`src/rtl/lim_counter_chain.sv`:
```
// lim_counter_chain
//   Mixed-radix counter chain (stopwatch style). NUM_DIGITS cascaded digits,
//   digit i counts modulo L_i (byte i of LIMITS). Run/stop FSM, up/down
//   counting, saturating synchronous load, optional halt at end of range.
//
//   Optional build feature: define LIM_COUNTER_LAP_CAPTURE_EN to add the
//   lap_i input and a lap snapshot register; otherwise lap outputs are 0.
//
// Ports
//   clk_i        system clock, rising edge
//   reset_i      synchronous active-high reset
//   tick_i       count-enable strobe
//   start_i      STOPPED -> RUNNING
//   stop_i       RUNNING -> STOPPED
//   clear_i      zero digits, go STOPPED
//   dir_i        0 = up, 1 = down
//   load_i       load saturated load_val_i, go STOPPED
//   load_val_i   packed digit values for load
//   lap_i        lap capture strobe (only with LIM_COUNTER_LAP_CAPTURE_EN)
//   count_o      packed digit values
//   carry_o      one-cycle pulse on full-chain wrap/borrow
//   running_o    high in RUNNING
//   done_o       high in DONE
//   lap_count_o  lap snapshot
//   lap_valid_o  lap snapshot valid
//
// state    | meaning
// ---------+-------------------------------------------------
// STOPPED  | idle, ticks ignored, waits for start
// RUNNING  | counting on each tick
// DONE     | end of range reached with STOP_AT_END=1; only clear/load leave

module lim_counter_chain #(
    parameter int                        NUM_DIGITS  = 4,
    parameter int                        DIGIT_W     = 4,
    parameter logic [8*NUM_DIGITS-1:0]   LIMITS      = 32'h060A060A,
    parameter bit                        STOP_AT_END = 1'b0
) (
    input  logic                          clk_i,
    input  logic                          reset_i,
    input  logic                          tick_i,
    input  logic                          start_i,
    input  logic                          stop_i,
    input  logic                          clear_i,
    input  logic                          dir_i,
    input  logic                          load_i,
`ifdef LIM_COUNTER_LAP_CAPTURE_EN
    input  logic                          lap_i,
`endif
    input  logic [NUM_DIGITS*DIGIT_W-1:0] load_val_i,
    output logic [NUM_DIGITS*DIGIT_W-1:0] count_o,
    output logic                          carry_o,
    output logic                          running_o,
    output logic                          done_o,
    output logic [NUM_DIGITS*DIGIT_W-1:0] lap_count_o,
    output logic                          lap_valid_o
);

    localparam int NW = NUM_DIGITS * DIGIT_W;
    // one extra bit so a limit of 2^DIGIT_W is representable
    localparam int LW = DIGIT_W + 1;

    typedef enum logic [1:0] {
        S_STOPPED = 2'd0,
        S_RUNNING = 2'd1,
        S_DONE    = 2'd2
    } state_t;

    state_t          state_q;
    logic [NW-1:0]   count_q;
    logic            carry_q;

    logic [NW-1:0]   up_cnt_d;
    logic [NW-1:0]   dn_cnt_d;
    logic [NW-1:0]   load_sat_d;
    logic            up_end_d;
    logic            dn_end_d;
    logic [NW-1:0]   count_d;
    logic            end_hit_d;

    // Both directions are computed every cycle; dir_i only selects, so a
    // direction change between ticks cannot disturb the held value.
    always_comb begin
        logic [LW-1:0]      lim;
        logic [DIGIT_W-1:0] dmax;
        logic [DIGIT_W-1:0] d;
        logic [DIGIT_W-1:0] lv;
        logic               up_c;
        logic               dn_b;
        up_cnt_d   = '0;
        dn_cnt_d   = '0;
        load_sat_d = '0;
        lim        = '0;
        dmax       = '0;
        d          = '0;
        lv         = '0;
        up_c       = 1'b1;
        dn_b       = 1'b1;
        for (int i = 0; i < NUM_DIGITS; i++) begin
            lim  = LW'(LIMITS[8*i +: 8]);
            dmax = DIGIT_W'(lim - LW'(1));
            d    = count_q[i*DIGIT_W +: DIGIT_W];
            lv   = load_val_i[i*DIGIT_W +: DIGIT_W];

            // up: carry enters digit i only if every lower digit wrapped
            if (!up_c) begin
                up_cnt_d[i*DIGIT_W +: DIGIT_W] = d;
            end else if ({1'b0, d} >= lim - LW'(1)) begin
                up_cnt_d[i*DIGIT_W +: DIGIT_W] = '0;
            end else begin
                up_cnt_d[i*DIGIT_W +: DIGIT_W] = d + DIGIT_W'(1);
                up_c = 1'b0;
            end

            // down: an out-of-range digit snaps to max without borrowing
            if (!dn_b) begin
                dn_cnt_d[i*DIGIT_W +: DIGIT_W] = d;
            end else if (d == '0) begin
                dn_cnt_d[i*DIGIT_W +: DIGIT_W] = dmax;
            end else if ({1'b0, d} >= lim) begin
                dn_cnt_d[i*DIGIT_W +: DIGIT_W] = dmax;
                dn_b = 1'b0;
            end else begin
                dn_cnt_d[i*DIGIT_W +: DIGIT_W] = d - DIGIT_W'(1);
                dn_b = 1'b0;
            end

            load_sat_d[i*DIGIT_W +: DIGIT_W] = ({1'b0, lv} >= lim) ? dmax : lv;
        end
        up_end_d = up_c;
        dn_end_d = dn_b;
    end

    assign count_d   = dir_i ? dn_cnt_d : up_cnt_d;
    assign end_hit_d = dir_i ? dn_end_d : up_end_d;

`ifdef LIM_COUNTER_LAP_CAPTURE_EN
    logic [NW-1:0] lap_q;
    logic          lap_valid_q;
`endif

    always_ff @(posedge clk_i) begin
        if (reset_i) begin
            state_q <= S_STOPPED;
            count_q <= '0;
            carry_q <= 1'b0;
`ifdef LIM_COUNTER_LAP_CAPTURE_EN
            lap_q       <= '0;
            lap_valid_q <= 1'b0;
`endif
        end else begin
            carry_q <= 1'b0;
`ifdef LIM_COUNTER_LAP_CAPTURE_EN
            // snapshot uses the pre-tick value; clear/load below override
            if (lap_i && state_q != S_STOPPED) begin
                lap_q       <= count_q;
                lap_valid_q <= 1'b1;
            end
`endif
            if (clear_i) begin
                count_q <= '0;
                state_q <= S_STOPPED;
`ifdef LIM_COUNTER_LAP_CAPTURE_EN
                lap_q       <= '0;
                lap_valid_q <= 1'b0;
`endif
            end else if (load_i) begin
                count_q <= load_sat_d;
                state_q <= S_STOPPED;
`ifdef LIM_COUNTER_LAP_CAPTURE_EN
                lap_q       <= '0;
                lap_valid_q <= 1'b0;
`endif
            end else begin
                case (state_q)
                    S_STOPPED: begin
                        // a tick alongside start is not counted
                        if (start_i) state_q <= S_RUNNING;
                    end
                    S_RUNNING: begin
                        if (stop_i) begin
                            state_q <= S_STOPPED;
                        end else if (tick_i) begin
                            if (end_hit_d && STOP_AT_END) begin
                                carry_q <= 1'b1;
                                state_q <= S_DONE;
                            end else begin
                                count_q <= count_d;
                                carry_q <= end_hit_d;
                            end
                        end
                    end
                    S_DONE: begin
                        state_q <= S_DONE;
                    end
                    default: state_q <= S_STOPPED;
                endcase
            end
        end
    end

    assign count_o   = count_q;
    assign carry_o   = carry_q;
    assign running_o = (state_q == S_RUNNING);
    assign done_o    = (state_q == S_DONE);

`ifdef LIM_COUNTER_LAP_CAPTURE_EN
    assign lap_count_o = lap_q;
    assign lap_valid_o = lap_valid_q;
`else
    assign lap_count_o = '0;
    assign lap_valid_o = 1'b0;
`endif

endmodule

```
`config.mk`:
```
export PLATFORM = sky130hd
export DESIGN_NAME = lim_counter_chain
export DESIGN_NICKNAME = d
export VERILOG_FILES = /design/src/rtl/lim_counter_chain.sv
export SDC_FILE = /design/constraint.sdc
export NUM_CORES = 1
export LEC_CHECK = 0
export ABC_AREA = 1
export ABC_CLOCK_PERIOD_IN_PS = 3200
export CORE_UTILIZATION = 51
export CTS_CLUSTER_SIZE = 24
export DETAILED_ROUTE_END_ITERATION = 16
export GPL_TIMING_DRIVEN = 0
export PLACE_DENSITY = 0.95
export SLEW_MARGIN = 20
export SYNTH_ARGS = -nofsm -noshare
export SYNTH_HDL_FRONTEND = slang
export SYNTH_SLANG_ARGS = --single-unit
```
`constraint.sdc`:
```
create_clock -name clk_i -period 3.2 [get_ports clk_i]
set_input_delay 0.64 -clock clk_i [delete_from_list [all_inputs] [get_ports clk_i]]
set_output_delay 0.64 -clock clk_i [all_outputs]
set_load 0.005 [all_outputs]
```
# ---- Word level (Yosys, flattened, before mapping)
# Index checks and enable logic that the tools add are counted.
dict set report classes {
  bitwise 2
  eq_ne 8
  order_cmp 12
  n_reduce_logical 18
  add_sub_neg 8
  mux 45
}
# operator n
set op_table {}
lappend op_table {{$mux 4} 22}
lappend op_table {{$mux 16} 5}
lappend op_table {{$ge 4x3->1 const B} 6}
lappend op_table {{$ge 4x4->1 const B} 6}
lappend op_table {{$add 4x1->4 const B} 4}
lappend op_table {{$logic_not 4->1} 4}
lappend op_table {{$sub 4x1->4 const B} 4}
lappend op_table {{$mux 1} 15}
lappend op_table {{$reduce_and 5->1} 3}
lappend op_table {{$ne 3x1->1 const B} 3}
lappend op_table {{$reduce_bool 3->1} 3}
lappend op_table {{$pmux 2 s3} 1}
lappend op_table {{$reduce_or 6->1} 1}
lappend op_table {{$mux 2} 2}
lappend op_table {{$ne 2x2->1 const B} 2}
lappend op_table {{$reduce_bool 2->1} 2}
lappend op_table {{$reduce_and 3->1} 1}
lappend op_table {{$reduce_or 3->1} 1}
lappend op_table {{$eq 2x1->1 const B} 1}
lappend op_table {{$eq 2x2->1 const B} 1}
lappend op_table {{$logic_not 2->1} 1}
lappend op_table {{$ne 2x1->1 const B} 1}
lappend op_table {{$not 1->1} 2}
lappend op_table {{$reduce_and 2->1} 1}
lappend op_table {{$reduce_or 2->1} 1}
dict set report word_totals {
  regBits 19
  wordCells 99
}

# ---- Longest topological paths before layout
# Gate-level depths: netlist of the first run.
dict set report depth {
  word_depth 10
  depth_mapped 12
}

# ---- Worst setup path after synthesis of the first run
# OpenSTA, ideal clock, no wires.
dict set report synth_path {
  path_type {register to register}
  from {register count_q[0] (netlist: count_o[0])}
  to {register count_q[11] (netlist: count_o[11])}
  stages_incl_launch_ff 11
  arrival_time_ps 1405
  path_slack_ps 1679
  synth_period_minus_slack_ps 1521
  path_buffers 0
  required_ps 3084
  setup_ps 116
  path_cell_list {dfxtp_1 inv_1 ha_1 nand3_1 nand2_1 nand2_2 nand3_4 nor2_4 inv_2 nor2_1 nor2_1}
}
dict set report synth_via {
  elab_chain_cells 5
  elab_cells_between_ends 9
  cone_classes {order compare (1); eq/ne (1); mux (4); reduce/logical (3)}
}
# element line
set synth_lines {}
lappend synth_lines {{start: declaration} 70} ;# logic [NW-1:0] count_q;
lappend synth_lines {{start signal: assignment} 168} ;# count_q <= load_sat_d;
lappend synth_lines {{start signal: assignment} 188} ;# count_q <= count_d;
lappend synth_lines {{$ge 4x4->1 or $logic_not 4->1 (tied branches)} {108, 118}}
lappend synth_lines {{$mux 1, on equally long branches} {108, 118}}
lappend synth_lines {{$mux 1, on equally long branches} {106, 116}}
lappend synth_lines {{$reduce_bool 3->1 (no line) or $ne 3x1->1 (tied branches)} -}
lappend synth_lines {{$reduce_and 5->1 (no line) *} -}
# Mark *: on every way between the ends. The rest lies on a longest branch, timed or not.
# A chain may end at the register's enable or synchronous reset.

# ---- Worst setup path after layout of the first run
dict set report layout_path {
  from {input port load_i}
  to {register count_q[14] (netlist: count_o[14])}
}
dict set report layout_via {
  elab_chain_cells 2
  elab_cells_between_ends 7
  cone_classes {eq/ne (2); mux (1); reduce/logical (4)}
}
# element line
set layout_lines {}
lappend layout_lines {{start: declaration} 46} ;# input logic load_i,
lappend layout_lines {{$ne 3x1->1 (no line), or another cell as far along} -}
lappend layout_lines {{$reduce_and 5->1 (no line)} -}
# Several ways; a longest one is shown, not always the timed one.

==> results of run 1 <==
==> critical path, delay by kind of cell <==
| kind | cells | cell delay, ns |
|---|---|---|
| buffers and inverters | 4 | 1.04 |
| AND/OR/NAND/NOR | 6 | 0.48 |
| AO/OA/AOI/OAI | 1 | 0.12 |
==> sequential cells by signal, indices dropped and copies added (netlist names) <==
register and flops:
carry_o 1, count_o 16, state_q 2
==> synth_stat cells (all sizes together) <==
cell,count
dfxtp,19
a21oi,14
nor3,10
xor2,5
conb,1
clkbuf,2
xnor2,4
nand3,32
o21bai,1
nand2,66
a21boi,1
nand4,4
o21ai,18
o211ai,2
inv,39
buf,20
nor2,54
ha,17
==> power groups by stage <==
stage                     clock [mW]  combinational (mW)  sequential (mW)
after global routing           0.195               0.265            0.262
after global placement             0               0.226            0.265
after detailed placement           0               0.231            0.266
final                          0.179               0.237            0.261
after CTS                      0.179               0.234            0.260
after floorplan                    0               0.152            0.263
==> metal layers <==
metal / up-vias / share of wire / track usage
li1: 1079 / - / -
met1: 922 / 0.43 / 0.311
met5: - / 0 / 0
met4: 0 / 0.011 / 0.0795
met2: 99 / 0.49 / 0.456
met3: 7 / 0.071 / 0.0272
==> per-stage QoR <==
step	setup WS, ns	power (mW)
final	1.08	0.677
after global routing	1.03	0.722
after CTS	1.12	0.673
after detailed placement	0.841	0.497
after global placement	0.869	0.491
after floorplan	1.68	0.416
==> area by class of cell <==
| cell class | count | area [µm²] |
|---|---|---|
| buffer | 22 | 156 |
| clock buffer | 3 | 41.3 |
| clock inverter | 1 | 5.00 |
| fill | 285 | 966 |
| inverter | 39 | 146 |
| multi-input combinational | 245 | 1290 |
| sequential | 19 | 380 |
| tap | 46 | 57.6 |
| timing repair buffer | 42 | 420 |
==> worst max path at each step <==
| stage | slack (ns) | cells past startpoint | endpoint |
|---|---|---|---|
| after floorplan | 1.68 | 10 | count_o[11] |
| after global placement | 0.87 | 11 | count_o[14] |
| after detailed placement | 0.84 | 11 | count_o[14] |
| after CTS | 1.12 | 11 | count_o[14] |
| after global routing | 1.03 | 11 | count_o[14] |
| final | 1.08 | 11 | count_o[14] |
==> cell families (layout without fill, tap and decap cells) <==
logic type / Yosys count / count (layout) / synth area share
flops: 19 / 19 / 0.198
other cells: 1 / 17 / 0.00196
xor+xnor: 9 / 9 / 0.0411
compound gates: 36 / 36 / 0.101
buf+inv: 61 / 107 / 0.158
fa+ha+maj: 17 / 17 / 0.111
simple gates: 166 / 166 / 0.389
==> impl_metrics.yaml, run 1 <==
yosys:
  synthDistinctLibCells: 29
  avgSynthCellArea_um2: 6.21
  synth_area_um2: 1920
  synthTopCellsByArea: "dfxtp_1 20%, nand2_1 12%, ha_1 11%"
  ys_ff_latch: 19
  synth_warnings: 0
  yosys.area.top_type: "dfxtp_1"
  seq_area_frac_synth: 0.198
  synth_cells: 309
  synth_top_area_share: 0.198
setup_path:
  worstRegToRegCells: 11
  crit_chain: "clkdlybuf4s50_1, inv_2, nand2_4, inv_2, buf_6, a21oi_2, nand2_1, nor2_1, nand2_1, nand2_1, nor2_1"
  slowest_stage: "clkdlybuf4s50_1"
  r2r-end: "count_o[12]"
  cp_max_fo: 10
  timing.reg2reg.setup_slack_ns: 1.40
  crit_path_end_kind: "flip-flop"
  path_class: "in2reg"
  start_kind: "input pin"
  max_stage_delay_ns: 0.69
  cp.arrival_ns: 2.29
  required_ns: 3.37
  worstReg2RegStart: "count_o[1]"
  crit_path_start: "load_i"
  critPathMostFrequentCell: "nand2_1"
routing:
  wl_per_cell_um: 11.5
  drtIter0Drc: 118
  viasPerCell: 5.05
  wl_um: 4790
  drc_errors: 0
  ant_nets: 0
  dr.pass1.iters: 4
  vias: 2107
clock_network:
  root_buffer: "clkbuf_8"
  numCtsBuffers: 3
  post-cts-setup-buffer-count: 0
  cts_tree: "built"
  h-tree-depth: 1
  clock_latency_ns: 0.26
  clock-sinks: 19
  holdBufCountCts: 0
  clk_path_buf_depth: 2
  path_clk_slew_ns: 0.08
  cts_resized: 0
floorplan:
  rows: 21
  die_w_um: 63.3
  die_area_um2: 4010
  io-pin-count: 60
  die_h_um: 63.3
  coreArea_um2: 3470
  initial_core_util: 0.553
timing:
  fmax_mhz: 472
  clock_skew_ns: 0.00387
  period_needed_ns: 2.12
  setup_viol: 0
  drv_slew: 0
  worst_hold_slack_ns: 0.481
  hold_violations: 0
  fin_crit_sh: 0.662
  finalSetupTns_ns: 0
  grt_setup_unrepaired: "false"
layout:
  antennaDiodeCount: 0
  post-route-util: 0.722
  final_cell_mix: "62 x nand2_1, 49 x nor2_1, 42 x clkdlybuf4s50_1"
  final_nets: 413
  drive_gt1_frac: 0.119
  finalNonFillerCells: 417
  area_growth_pct: 30.5
  layout_commonest_cell: "nand2_1"
  stdcell_area_um2: 2500
pwr:
  switching_share: 0.347
  cellPowerDensity_nw_per_um2: 270
  p_seq_frac: 0.385
  p_sw_mw: 0.235
  leakage_nw: 1.19
  p_clk_frac: 0.265
  ir_drop_mv: 0.135
  pwr-share-comb: 0.350
  p_int_mw: 0.442
worst_hold_path:
  worstHoldStart: "state_q[0]"
  min_path_cells: 1
  hold_end: "state_q[1]"
  min_path_type: "reg2reg"
global_route:
  overflow: 0
  antenna_found_initial: 0
  grt_pass1_wl_um: 8240
  grt_max_degree: 12
  track_usage: 0.254
  grt_pass1_vias: 1892
outcome:
  status: "completed"
placed_design:
  dp_cells: 413
  io_buffers: 42
  place.gp.congestion: 0.867
  dp_hpwl_um: 3640
  place_area_um2: 2460
job:
  cap_violations: 0
Note: power is estimated with default switching activity, not from simulation.
==> inputs of run 2 (changes only) <==
- ABC_CLOCK_PERIOD_IN_PS: 3200 -> 1750
- CORE_UTILIZATION: 51 -> 43
- PLACE_DENSITY: 0.95 -> 0.87
- clock period: 3.2 -> 1.75 ns (I/O delays scaled with it)
==> run 2 against run 1 <==
  * Hold slack got worse by 0.0037 ns
  * Register-to-register slack got worse by 1.3 ns
  * Combinational power increased by 88%
  * Total power increased by 85%
  * Die area increased by 18%
  * Routed wire length decreased by 1.7%
  * Worst setup slack got worse by 1.0 ns
  * Count of clock-buffer cells in the layout increased by 1
  * Sequential power increased by 83%
  * Cell count increased by 1.2%
  * Cell area increased by 2.0%
  * Sequential cell count unchanged
  * Critical path type is now reg2out
  * Largest cell class unchanged
==> impl_metrics.yaml, run 2 (same netlist as run 1, synthesis figures left out) <==
pwr:
  leakage_nw: 1.21
  cellPowerDensity_nw_per_um2: 491
  ir_drop_mv: 0.386
layout:
  final_nets: 414
  drive_gt1_frac: 0.167
  final_cell_mix: "62 x nand2_1, 46 x nor2_1, 41 x clkdlybuf4s50_1"
  antennaDiodeCount: 0
  area_growth_pct: 33.0
  layout_commonest_cell: "nand2_1"
  largest_register_ffs: 16
setup_path:
  required_ns: 1.40
  worstRegToRegCells: 11
  worst_path_dominant_cell_family: "buffers and inverters"
  cp_max_fo: 7
  max_stage_delay_ns: 0.57
  worst-path-buf-inv: 1
  worstReg2RegStart: "count_o[1]"
  crit_chain: "clkdlybuf4s50_1"
  r2r-end: "count_o[4]"
  start_kind: "flip-flop"
  slowest_stage: "clkdlybuf4s50_1"
  timing.reg2reg.setup_slack_ns: 0.13
  path_class: "reg2out"
  crit_path_end_kind: "primary output"
  cp.arrival_ns: 1.36
timing:
  period_needed_ns: 1.71
  tightest_slew_ns: 0.507
  clock_skew_ns: 0.00393
  fmax_mhz: 585
  worst_slack_ns: 0.0405
  worst_hold_slack_ns: 0.477
  setup_viol: 0
  slew_headroom: 0.661
  drv_slew: 0
  fin_crit_sh: 0.977
  hold_violations: 0
floorplan:
  die_h_um: 68.8
  rows: 23
  io-pin-count: 60
  die_w_um: 68.8
  die_area_um2: 4730
  coreArea_um2: 4140
  initial_core_util: 0.463
clock_network:
  h-tree-depth: 1
  clock-sinks: 19
  clock_latency_ns: 0.27
  clk_path_buf_depth: 2
  cts_tree: "built"
  holdBufCountCts: 0
  root_buffer: "clkbuf_8"
  path_clk_slew_ns: 0.07
  numCtsBuffers: 3
placed_design:
  place.gp.congestion: 0.886
  place_ws_ns: -0.276
  io_buffers: 42
  dp_hpwl_um: 3690
routing:
  dr.pass1.iters: 4
  viasPerCell: 4.89
  drtIter0Drc: 100
  drc_errors: 0
  ant_nets: 0
  wl_per_cell_um: 11.2
  wl_um: 4710
  vias: 2065
global_route:
  grt_pass1_wl_um: 7410
  overflow: 0
  grt_max_degree: 11
  track_usage: 0.207
  antenna_found_initial: 0
  grt_pass1_vias: 1747
worst_hold_path:
  min_path_type: "reg2reg"
  worstHoldStart: "state_q[0]"
  min_path_cells: 1
  hold_end: "state_q[1]"
job:
  cap_violations: 0
outcome:
  status: "completed"
## run 2: cell count changes in the layout (fill, tap and decap cells not counted), moves of 2 or more
cell     before  now
nor2_2        2    4
dfxtp_2       0    7
nor2_1       49   46
ha_1         17   15
inv_1        31   26
inv_2         8   13
ha_2          0    2
dfxtp_1      19   11
## run 2: area by class of cell
class	count	area [µm²]
sequential	19	393
timing repair buffer	43	430
multi-input combinational	245	1320
buffer	22	156
fill	396	1590
clock buffer	4	45.0
tap	50	62.6
inverter	39	146
## run 2: what timing repair did
action                                  4_1_cts  5_1_grt
resized for setup                             2       20
pin swaps                                     0        1
buffers inserted                              0        1
endpoints found under the setup margin        2       15
## run 2: stage by stage
stage                     utilization  TNS, ns  total power, mW  std cells  area [µm²]
after global routing            0.616  -0.0619             1.33        422        2550
final                           0.616        0             1.25        422        2550
after CTS                       0.606        0             1.24        421        2510
after detailed placement        0.594    -3.63            0.910        417        2460
after floorplan                     -        0            0.760        325        1980
after global placement          0.594    -3.36            0.902        417        2460
## run 2: per-layer routing
metal	routed length, µm	vias up	share of wire	global-route usage
met5	0	-	0	0
li1	-	1076	-	-
met3	284	15	0.060	0.0296
met2	2260	74	0.48	0.365
met4	97	0	0.021	0.0587
met1	2070	900	0.44	0.260
## run 2: worst max path at each step
stage	startpoint	endpoint	slack, ns	cells past startpoint
finish	count_o[2]	count_o[2]	0.04	1
detailed placement	load_i	count_o[14]	-0.28	11
global placement	load_i	count_o[14]	-0.28	11
CTS	load_i	count_o[14]	0.001	11
global route	count_o[4]	count_o[15]	-0.03	11
floorplan	count_o[0]	count_o[11]	0.23	10
## run 2: where the power goes
| group | switching [mW] | internal, mW | total (mW) |
|---|---|---|---|
| logic | 0.236 | 0.209 | 0.446 |
| registers | 0.0281 | 0.450 | 0.478 |
| clock network | 0.165 | 0.163 | 0.328 |
| total | 0.429 | 0.822 | 1.25 |
